**src/rtl/serial_addsub_unit_pkg.sv**
```systemverilog
// Shared types, constants and helpers for the bit-serial add/subtract stage.
package serial_addsub_unit_pkg;

  localparam int unsigned DATA_W = 9;
  localparam int unsigned CNT_W  = 4;

  // FSM state encoding (kept as plain constants for legacy tools).
  localparam logic [1:0] IDLE  = 2'd0;
  localparam logic [1:0] SHIFT = 2'd1;
  localparam logic [1:0] DONE  = 2'd2;

  localparam logic OP_ADD = 1'b0;
  localparam logic OP_SUB = 1'b1;

  typedef logic [DATA_W-1:0] word_t;

  // Result and flags as presented to the outside world.
  typedef struct packed {
    word_t result;
    logic  carry_out;
    logic  overflow;
    logic  zero;
  } status_t;

  // Full-adder carry.
  function automatic logic maj3(input logic x, input logic y, input logic z);
    return (x & y) | (x & z) | (y & z);
  endfunction

  // Widen an 8-bit operand to the 9-bit datapath.
  function automatic word_t ext8(input logic [7:0] v, input logic sgn);
    return {sgn & v[7], v};
  endfunction

endpackage

```
**src/rtl/serial_addsub_unit_if.sv**
```systemverilog
// Request/response bundle between the ALU sequencer and the serial add/sub stage.
interface serial_addsub_unit_if;
  import serial_addsub_unit_pkg::*;

  logic        start;
  logic        op;
  logic [7:0]  a;
  logic [7:0]  b;
  logic        busy;
  logic        done;
  word_t       result;
  logic        carry_out;
  logic        overflow;
  logic        zero;

  modport master (
    output start, op, a, b,
    input  busy, done, result, carry_out, overflow, zero
  );

  modport slave (
    input  start, op, a, b,
    output busy, done, result, carry_out, overflow, zero
  );

endinterface

```
**src/rtl/exor_wordgate.sv**
```systemverilog
// Conditional word inverter: every bit of word_i XORed with control_signal_i.
module exor_wordgate #(
  parameter int unsigned Width = 9
) (
  input  logic [Width-1:0] word_i,
  input  logic             control_signal_i,
  output logic [Width-1:0] word_o
);

  assign word_o = word_i ^ {Width{control_signal_i}};

endmodule

```
**src/rtl/serial_addsub_unit.sv**
```systemverilog
// Bit-serial 9-bit adder/subtractor: one bit per clock, LSB first, start/done handshake.
module serial_addsub_unit
  import serial_addsub_unit_pkg::*;
#(
  parameter bit          SIGNED = 1'b1,
  parameter int unsigned WIDTH  = DATA_W
) (
  input  logic                 clk,
  input  logic                 rst_n,
  serial_addsub_unit_if.slave  bus
);

  localparam logic [CNT_W-1:0] LastBit = CNT_W'(WIDTH - 1);

  logic [1:0]       state_q, state_d;
  logic [CNT_W-1:0] cnt_q, cnt_d;
  logic             carry_q, carry_d;
  logic [WIDTH-1:0] op_a_q, op_a_d;
  logic [WIDTH-1:0] op_b_q, op_b_d;
  logic [WIDTH-1:0] acc_q, acc_d;
  status_t          out_q, out_d;

  logic [WIDTH-1:0] b_gated;
  logic             sum_bit;
  logic             carry_nxt;
  logic [WIDTH-1:0] acc_shift;

  // B is inverted for subtraction; the +1 comes from the initial carry.
  exor_wordgate #(
    .Width (WIDTH)
  ) u_wordgate (
    .word_i           (ext8(bus.b, SIGNED)),
    .control_signal_i (bus.op),
    .word_o           (b_gated)
  );

  // Full-adder slice and next-state sequencing.
  always_comb begin
    state_d   = state_q;
    cnt_d     = cnt_q;
    carry_d   = carry_q;
    op_a_d    = op_a_q;
    op_b_d    = op_b_q;
    acc_d     = acc_q;
    out_d     = out_q;
    sum_bit   = op_a_q[0] ^ op_b_q[0] ^ carry_q;
    carry_nxt = maj3(op_a_q[0], op_b_q[0], carry_q);
    acc_shift = {sum_bit, acc_q[WIDTH-1:1]};

    unique case (state_q)
      IDLE: begin
        if (bus.start) begin
          op_a_d  = ext8(bus.a, SIGNED);
          op_b_d  = b_gated;
          carry_d = bus.op;
          cnt_d   = '0;
          state_d = SHIFT;
        end
      end
      SHIFT: begin
        carry_d = carry_nxt;
        op_a_d  = op_a_q >> 1;
        op_b_d  = op_b_q >> 1;
        acc_d   = acc_shift;
        cnt_d   = cnt_q + 1'b1;
        if (cnt_q == LastBit) begin
          // Output register is loaded only here so it holds through the next SHIFT.
          out_d.result    = acc_shift;
          out_d.carry_out = carry_nxt;
          out_d.overflow  = SIGNED ? (acc_shift[WIDTH-1] ^ acc_shift[WIDTH-2]) : 1'b0;
          out_d.zero      = (acc_shift == '0);
          state_d         = DONE;
        end
      end
      DONE: begin
        state_d = IDLE;
      end
      default: begin
        state_d = IDLE;
      end
    endcase
  end

  // State and datapath registers; reset aborts any operation in flight.
  always_ff @(posedge clk or negedge rst_n) begin
    if (!rst_n) begin
      state_q <= IDLE;
      cnt_q   <= '0;
      carry_q <= 1'b0;
      op_a_q  <= '0;
      op_b_q  <= '0;
      acc_q   <= '0;
      out_q   <= '0;
    end else begin
      state_q <= state_d;
      cnt_q   <= cnt_d;
      carry_q <= carry_d;
      op_a_q  <= op_a_d;
      op_b_q  <= op_b_d;
      acc_q   <= acc_d;
      out_q   <= out_d;
    end
  end

  // Status outputs decoded from state; data outputs from the held output register.
  always_comb begin
    bus.busy      = (state_q != IDLE);
    bus.done      = (state_q == DONE);
    bus.result    = out_q.result;
    bus.carry_out = out_q.carry_out;
    bus.overflow  = out_q.overflow;
    bus.zero      = out_q.zero;
  end

endmodule

```
**src/flat_wrapper.sv**
```systemverilog
// flat-port wrapper written by rule: the top's interface ports become plain ports
module serial_addsub_unit_flat import serial_addsub_unit_pkg::*;
#(
  parameter bit          SIGNED = 1'b1,
  parameter int unsigned WIDTH  = DATA_W
)
  (clk, rst_n, bus_start, bus_op, bus_a, bus_b, bus_busy, bus_done, bus_result, bus_carry_out, bus_overflow, bus_zero);
  serial_addsub_unit_if bus_i ();
  input  logic clk;
  input  logic rst_n;
  input wire logic [$bits(bus_i.start)-1:0] bus_start;
  input wire logic [$bits(bus_i.op)-1:0] bus_op;
  input wire logic [$bits(bus_i.a)-1:0] bus_a;
  input wire logic [$bits(bus_i.b)-1:0] bus_b;
  output wire logic [$bits(bus_i.busy)-1:0] bus_busy;
  output wire logic [$bits(bus_i.done)-1:0] bus_done;
  output wire logic [$bits(bus_i.result)-1:0] bus_result;
  output wire logic [$bits(bus_i.carry_out)-1:0] bus_carry_out;
  output wire logic [$bits(bus_i.overflow)-1:0] bus_overflow;
  output wire logic [$bits(bus_i.zero)-1:0] bus_zero;
  assign bus_i.start = bus_start;
  assign bus_i.op = bus_op;
  assign bus_i.a = bus_a;
  assign bus_i.b = bus_b;
  assign bus_busy = bus_i.busy;
  assign bus_done = bus_i.done;
  assign bus_result = bus_i.result;
  assign bus_carry_out = bus_i.carry_out;
  assign bus_overflow = bus_i.overflow;
  assign bus_zero = bus_i.zero;
  serial_addsub_unit #(.SIGNED(SIGNED), .WIDTH(WIDTH)) u_core (.clk(clk), .rst_n(rst_n), .bus(bus_i));
endmodule
```
**config.mk**
```make
export PLATFORM = sky130hd
export DESIGN_NAME = serial_addsub_unit_flat
export DESIGN_NICKNAME = d
export VERILOG_FILES = /design/src/rtl/serial_addsub_unit_pkg.sv /design/src/rtl/serial_addsub_unit_if.sv /design/src/rtl/exor_wordgate.sv /design/src/rtl/serial_addsub_unit.sv /design/src/flat_wrapper.sv
export SDC_FILE = /design/constraint.sdc
export NUM_CORES = 1
export LEC_CHECK = 0
export CAP_MARGIN = 5
export CORE_MARGIN = 2
export CORE_UTILIZATION = 55
export CTS_CLUSTER_DIAMETER = 80
export DETAILED_ROUTE_END_ITERATION = 10
export PLACE_DENSITY = 0.79
export SLEW_MARGIN = 20
export SYNTH_ARGS = -nofsm -noshare
export SYNTH_HDL_FRONTEND = slang
export SYNTH_SLANG_ARGS = --single-unit
```
**constraint.sdc**
```tcl
create_clock -name clk -period 2.8 [get_ports clk]
set_input_delay 0.56 -clock clk [delete_from_list [all_inputs] [get_ports clk]]
set_output_delay 0.56 -clock clk [all_outputs]
set_load 0.02 [all_outputs]
```
## After elaboration in Yosys (flattened, before gate mapping)

Index checks and enable logic that the tools add are counted.

| storage, ports and cells | value |
|---|---|
| logic and storage cells | 43 |
| input bits | 20 |
| bits in registers | 46 |

| cells by class | value |
|---|---|
| multiplexer cells | 11 |
| bitwise logic cells | 9 |
| eq/ne operators | 5 |
| reduce and logical (&&, ||, !) cells | 7 |
| add/sub/neg operators | 1 |

Operator list:

| operator | number |
|---|---|
| case mux 9 bit (2 select lines) | 2 |
| two-way mux 9 bit | 2 |
| logical NOT 9 bit | 1 |
| XOR 9 bit | 1 |
| case mux 4 bit (2 select lines) | 1 |
| AND reduction 2 bit | 3 |
| adder 4 x 1 -> 4 bit, second input constant | 1 |
| equality test 4 bit, second input constant | 1 |
| two-way mux 2 bit | 2 |
| two-way mux 4 bit | 1 |
| case mux 2 bit (2 select lines) | 1 |
| nonzero test 2 bit | 2 |
| AND 1 bit | 3 |
| XOR 1 bit | 3 |
| equality test 2 x 1 -> 1 bit, second input constant | 1 |
| equality test 2 bit, second input constant | 1 |
| logical NOT 2 bit | 1 |
| inequality test 2 x 1 -> 1 bit, second input constant | 1 |
| inequality test 2 bit, second input constant | 1 |
| OR 1 bit | 2 |
| case mux 1 bit (2 select lines) | 1 |
| two-way mux 1 bit | 1 |

## Logic depth before layout (Yosys ltp)

| logic depth | value |
|---|---|
| depth in word-level cells | 4 |
| depth in mapped cells | 6 |

## Modules after synthesis

Synthesis repeated with hierarchy kept, for this count alone.

| unflattened totals | value |
|---|---|
| cells, all modules | 211 |
| area total of the unflattened synthesis | 2,184.6 µm² |

Modules (own cells, without submodules):

| module | times used | cells each | area an instance (µm²) |
|---|---|---|---|
| serial_addsub_unit | 1 | 201 | 2,094.5 |
| exor_wordgate | 1 | 10 | 90.1 |

## Worst setup path before layout

OpenSTA, ideal clock, no wires.

| timing | value |
|---|---|
| kind | register to register |
| from | register u_core.op_b_q[0] |
| to | register u_core.out_q, in the netlist u_core.bus.zero |
| slack | 1.072 ns |
| clock period less this slack | 1.728 ns |
| cell stages (with the launch flop) | 5 |
| required time | 2.736 ns |
| arrival time | 1.663 ns |
| path through | dfrtp_1 fa_1 or3_1 nor4_1 mux2_4 |

| on the way | value |
|---|---|
| cells in the longest elaborated chain, start to end | 3 |

Ends and longest elaborated chain:

| element | RTL line | text |
|---|---|---|
| start: declaration | serial_addsub_unit.sv:19 | `logic [WIDTH-1:0] op_b_q, op_b_d;` |
| start signal: assignment | serial_addsub_unit.sv:99 | `op_b_q <= op_b_d;` |
| XOR 1 bit (2 in series) | serial_addsub_unit.sv:46 | `sum_bit = op_a_q[0] ^ op_b_q[0] ^ carry_q;` |
| net u_core.sum_bit | serial_addsub_unit.sv:24 | `logic sum_bit;` |
| logical NOT 9 bit | serial_addsub_unit.sv:71 | `out_d.zero = (acc_shift == '0);` |
| end signal: assignment | serial_addsub_unit.sv:101 | `out_q <= out_d;` |
| end: declaration | serial_addsub_unit.sv:21 | `status_t out_q, out_d;` |

The timed path passes the listed nets, and every way through them passes these cells.
A chain may end at the register's enable or synchronous reset.

## Final worst setup path

| timing | value |
|---|---|
| from | register u_core.state_q[0] |
| to | output bus_busy |

| on the way | value |
|---|---|
| cells in the longest elaborated chain, start to end | 1 |

Ends and longest elaborated chain:

| element | RTL line | text |
|---|---|---|
| start: declaration | serial_addsub_unit.sv:15 | `logic [1:0] state_q, state_d;` |
| start signal: assignment | serial_addsub_unit.sv:95 | `state_q <= state_d;` |
| nonzero test 2 bit | serial_addsub_unit.sv:107 | `bus.busy = (state_q != IDLE);` |
| end: declaration | flat_wrapper.sv:15 | `output wire logic [$bits(bus_i.busy)-1:0] bus_busy;` |

Every way passes these cells.

==> impl_metrics.env <==
export IMPL_run_status="finished, final reports clean"
export IMPL_final_common_cell="sky130_fd_sc_hd__dfrtp_1"
export IMPL_synth_seq_cells=45
export IMPL_ant_nets=0
export IMPL_critPathMaxFanout=12
export IMPL_final_nets=236
export IMPL_worst_setup_path_end_kind="primary output"
export IMPL_antenna_violations_before_repair=0
export IMPL_most_common_layout_cells="sky130_fd_sc_hd__dfrtp_1 (45), sky130_fd_sc_hd__nand2_1 (42), sky130_fd_sc_hd__clkdlybuf4s50_1 (32)"
export IMPL_achievable_frequency_ghz=0.437
export IMPL_max_slew_margin_rel_pct=36.4
export IMPL_synthesis_instances=182
export IMPL_post_synth_top_area_cell="sky130_fd_sc_hd__dfrtp_1"
export IMPL_worst_hold_path_type="in -> async"
export IMPL_place_port_buffers=33
export IMPL_finish_utilization_pct=70.3
export IMPL_via_count=1459
export IMPL_drt_iter0_drc=107
export IMPL_detailedPlacementHpwl_mm=2.69
export IMPL_wl_per_cell_um=15.2
export IMPL_pin_count=34
export IMPL_drt_pre_antenna_iters=4
export IMPL_tightest_slew_ps=954
export IMPL_synthesis_area_per_instance_sq_um=11.4
export IMPL_critical_path_endpoint="bus_busy"
export IMPL_synth_top_cell_area_share_pct=54.2
export IMPL_synthFlopType="sky130_fd_sc_hd__dfrtp_1"
export IMPL_worst_setup_path_type="reg -> out"
export IMPL_rsz0062_at_grt="no"
export IMPL_synth_yosys_seq_area_share_pct=54.2
export IMPL_ys_warnings_count=0
export IMPL_arrival_time_worst_endpoint_ps=1730
export IMPL_post_cts_repair_setup_buffers=0
export IMPL_area_growth_synth_to_final_pct=22.9
export IMPL_viasPerCell=5.57
export IMPL_ctsHoldBuffers=0
export IMPL_grt_max_degree=46
export IMPL_total_neg_setup_slack_ps=0
export IMPL_skew_ps=4.30
export IMPL_antennaDiodeCount=0
export IMPL_floorplan_initialDensity_pct=57.2
export IMPL_count_of_instances_resized_after_the_clock_tree_is_built=0
export IMPL_die_area_sq_um=4290
export IMPL_maxCapViolCount=0
export IMPL_reg2reg_depth=4
export IMPL_cts_path_max_buffers=2
export IMPL_rows=22
export IMPL_largest_cells_by_area_after_synthesis="sky130_fd_sc_hd__dfrtp_1 (54%), sky130_fd_sc_hd__nand2_1 (7.6%), sky130_fd_sc_hd__mux2_4 (6.5%)"
export IMPL_worst_setup_path_start_kind="flop"
export IMPL_final_period_utilization_pct=81.8
export IMPL_synth_async_reset_ratio_pct=100
export IMPL_reg_clk_slew_reported_paths_ps=80
export IMPL_vias_in_the_first_global_route=1509
export IMPL_die_y_um=65.5
export IMPL_synthDistinctLibCells=30
export IMPL_post_route_cells_drive_above_1_share_pct=14.0
export IMPL_cts_max_level=2
export IMPL_r2r_setup_slack_ps=790
export IMPL_ctsRootBufferMaster="sky130_fd_sc_hd__clkbuf_8"
export IMPL_vdd_ir_drop_max_v=0.000536
export IMPL_die_w_um=65.5
export IMPL_overall_power_after_layout_uw=2820
export IMPL_hold_viol_final=0
export IMPL_synth_cell_area_sq_um=2080
export IMPL_powerDensity_nw_per_um2=1100
export IMPL_clk_latency_ps=300
export IMPL_numPlacedInstances=254
export IMPL_rr_startpoint="u_core.state_q[0]"
export IMPL_tritoncts_num_sinks=45
export IMPL_layout_min_cycle_time_ps=2290
export IMPL_timing_rr_end="u_core.bus.result[6]"
export IMPL_cp_launch_point="u_core.state_q[0]"
export IMPL_cts_made_buffers=5
export IMPL_synth_edf_count=0
export IMPL_coreArea_sq_um=3630
export IMPL_globalRoute_totalOverflow=0
export IMPL_crit_required_ps=2240
export IMPL_finalWirelength_mm=3.97
export IMPL_synthesis_nets=205
export IMPL_remaining_drc_errors=0
export IMPL_cts_tree="yes"
export IMPL_grt_pass1_wl_mm=6.97
export IMPL_final_setup_viol_count=0
export IMPL_layoutNonFillerInstCount=262
export IMPL_leakage_uw=0.00119
export IMPL_globalplace_congestion=0.786
export IMPL_final_max_slew_violation_count=0
export IMPL_gr_usage_all_layers_pct=21.8
per-stage QoR:
step,hold slack (ps),setup slack (ps),area (sq um)
2_1_floorplan,264,1070,2080
3_3_place_gp,451,766,2420
3_5_place_dp,468,677,2420
4_1_cts,437,509,2550
5_1_grt,479,452,2550
6_report,400,510,2550
layer usage:
metal	track usage (%)	wire, um	up-vias
met2	35.5	2010	32
met3	4.45	141	5
met4	9.90	47	0
met1	28.2	1770	732
met5	0	0	-
li1	-	-	690
power by group:
part | internal, uW | switching, uW | leakage [uW]
logic | 557 | 544 | 0.000536
clock network | 354 | 220 | 0.0000681
registers | 915 | 229 | 0.000583
total | 1830 | 993 | 0.00119
worst min-delay path by stage:
stage                          endpoint  slack [ps]  cells after the start
floorplan               u_core.acc_q[1]         260                      0
global placement       u_core.op_b_q[8]         450                      2
detailed placement     u_core.op_b_q[8]         470                      2
CTS                 u_core.bus.overflow         440                      1
global route           u_core.op_b_q[3]         480                      1
finish                 u_core.op_b_q[3]         400                      1
synthesized netlist by cell type (2+ instances only):
| cell type | number |
|---|---|
| sky130_fd_sc_hd__a22o_1 | 2 |
| sky130_fd_sc_hd__nor2_1 | 2 |
| sky130_fd_sc_hd__inv_1 | 2 |
| sky130_fd_sc_hd__mux2_2 | 4 |
| sky130_fd_sc_hd__clkbuf_1 | 5 |
| sky130_fd_sc_hd__nand2_1 | 42 |
| sky130_fd_sc_hd__or3_1 | 2 |
| sky130_fd_sc_hd__nor2b_1 | 3 |
| sky130_fd_sc_hd__a221o_1 | 7 |
| sky130_fd_sc_hd__o21ai_0 | 11 |
| sky130_fd_sc_hd__and3b_1 | 7 |
| sky130_fd_sc_hd__ha_1 | 2 |
| sky130_fd_sc_hd__a22oi_1 | 9 |
| sky130_fd_sc_hd__mux2_4 | 9 |
| sky130_fd_sc_hd__nand3_1 | 4 |
| sky130_fd_sc_hd__buf_2 | 5 |
| sky130_fd_sc_hd__xor2_1 | 9 |
| sky130_fd_sc_hd__dfrtp_1 | 45 |
cells by family (layout without fill, tap and decap cells):
family	count (synthesis)	count (layout)	synth area share (%)
muxes	13	13	8.67
and+or+nand+nor	67	67	16.7
AOI/OAI and AO/OA	31	31	10.9
adders and majority gates	3	3	2.17
DFF	45	45	54.2
xor gates and xnor gates	9	9	3.79
buffers and inverters	14	46	3.55
state kept, by name, indices dropped and copies added, names as in the netlist:
| register | count |
|---|---|
| u_core.acc_q | 8 |
| u_core.bus.carry_out | 1 |
| u_core.bus.overflow | 1 |
| u_core.bus.result | 9 |
| u_core.bus.zero | 1 |
| u_core.carry_q | 1 |
| u_core.cnt_q | 4 |
| u_core.op_a_q | 9 |
| u_core.op_b_q | 9 |
| u_core.state_q | 2 |
critical path, stage by stage (launching register included):
cell and delay [ps]:
sky130_fd_sc_hd__dfrtp_1 550, sky130_fd_sc_hd__or2_2 340, sky130_fd_sc_hd__clkdlybuf4s50_1 540
area by class of cell:
type	instances	area, sq um
flip-flops and latches	45	1130
fillers	278	1080
multi-input cells	123	878
repair buffers	36	348
clock buffers	5	68.8
clock inverters	3	65.1
well taps	48	60.1
inverters	2	7.51
Note: power is estimated with default switching activity, not from simulation.
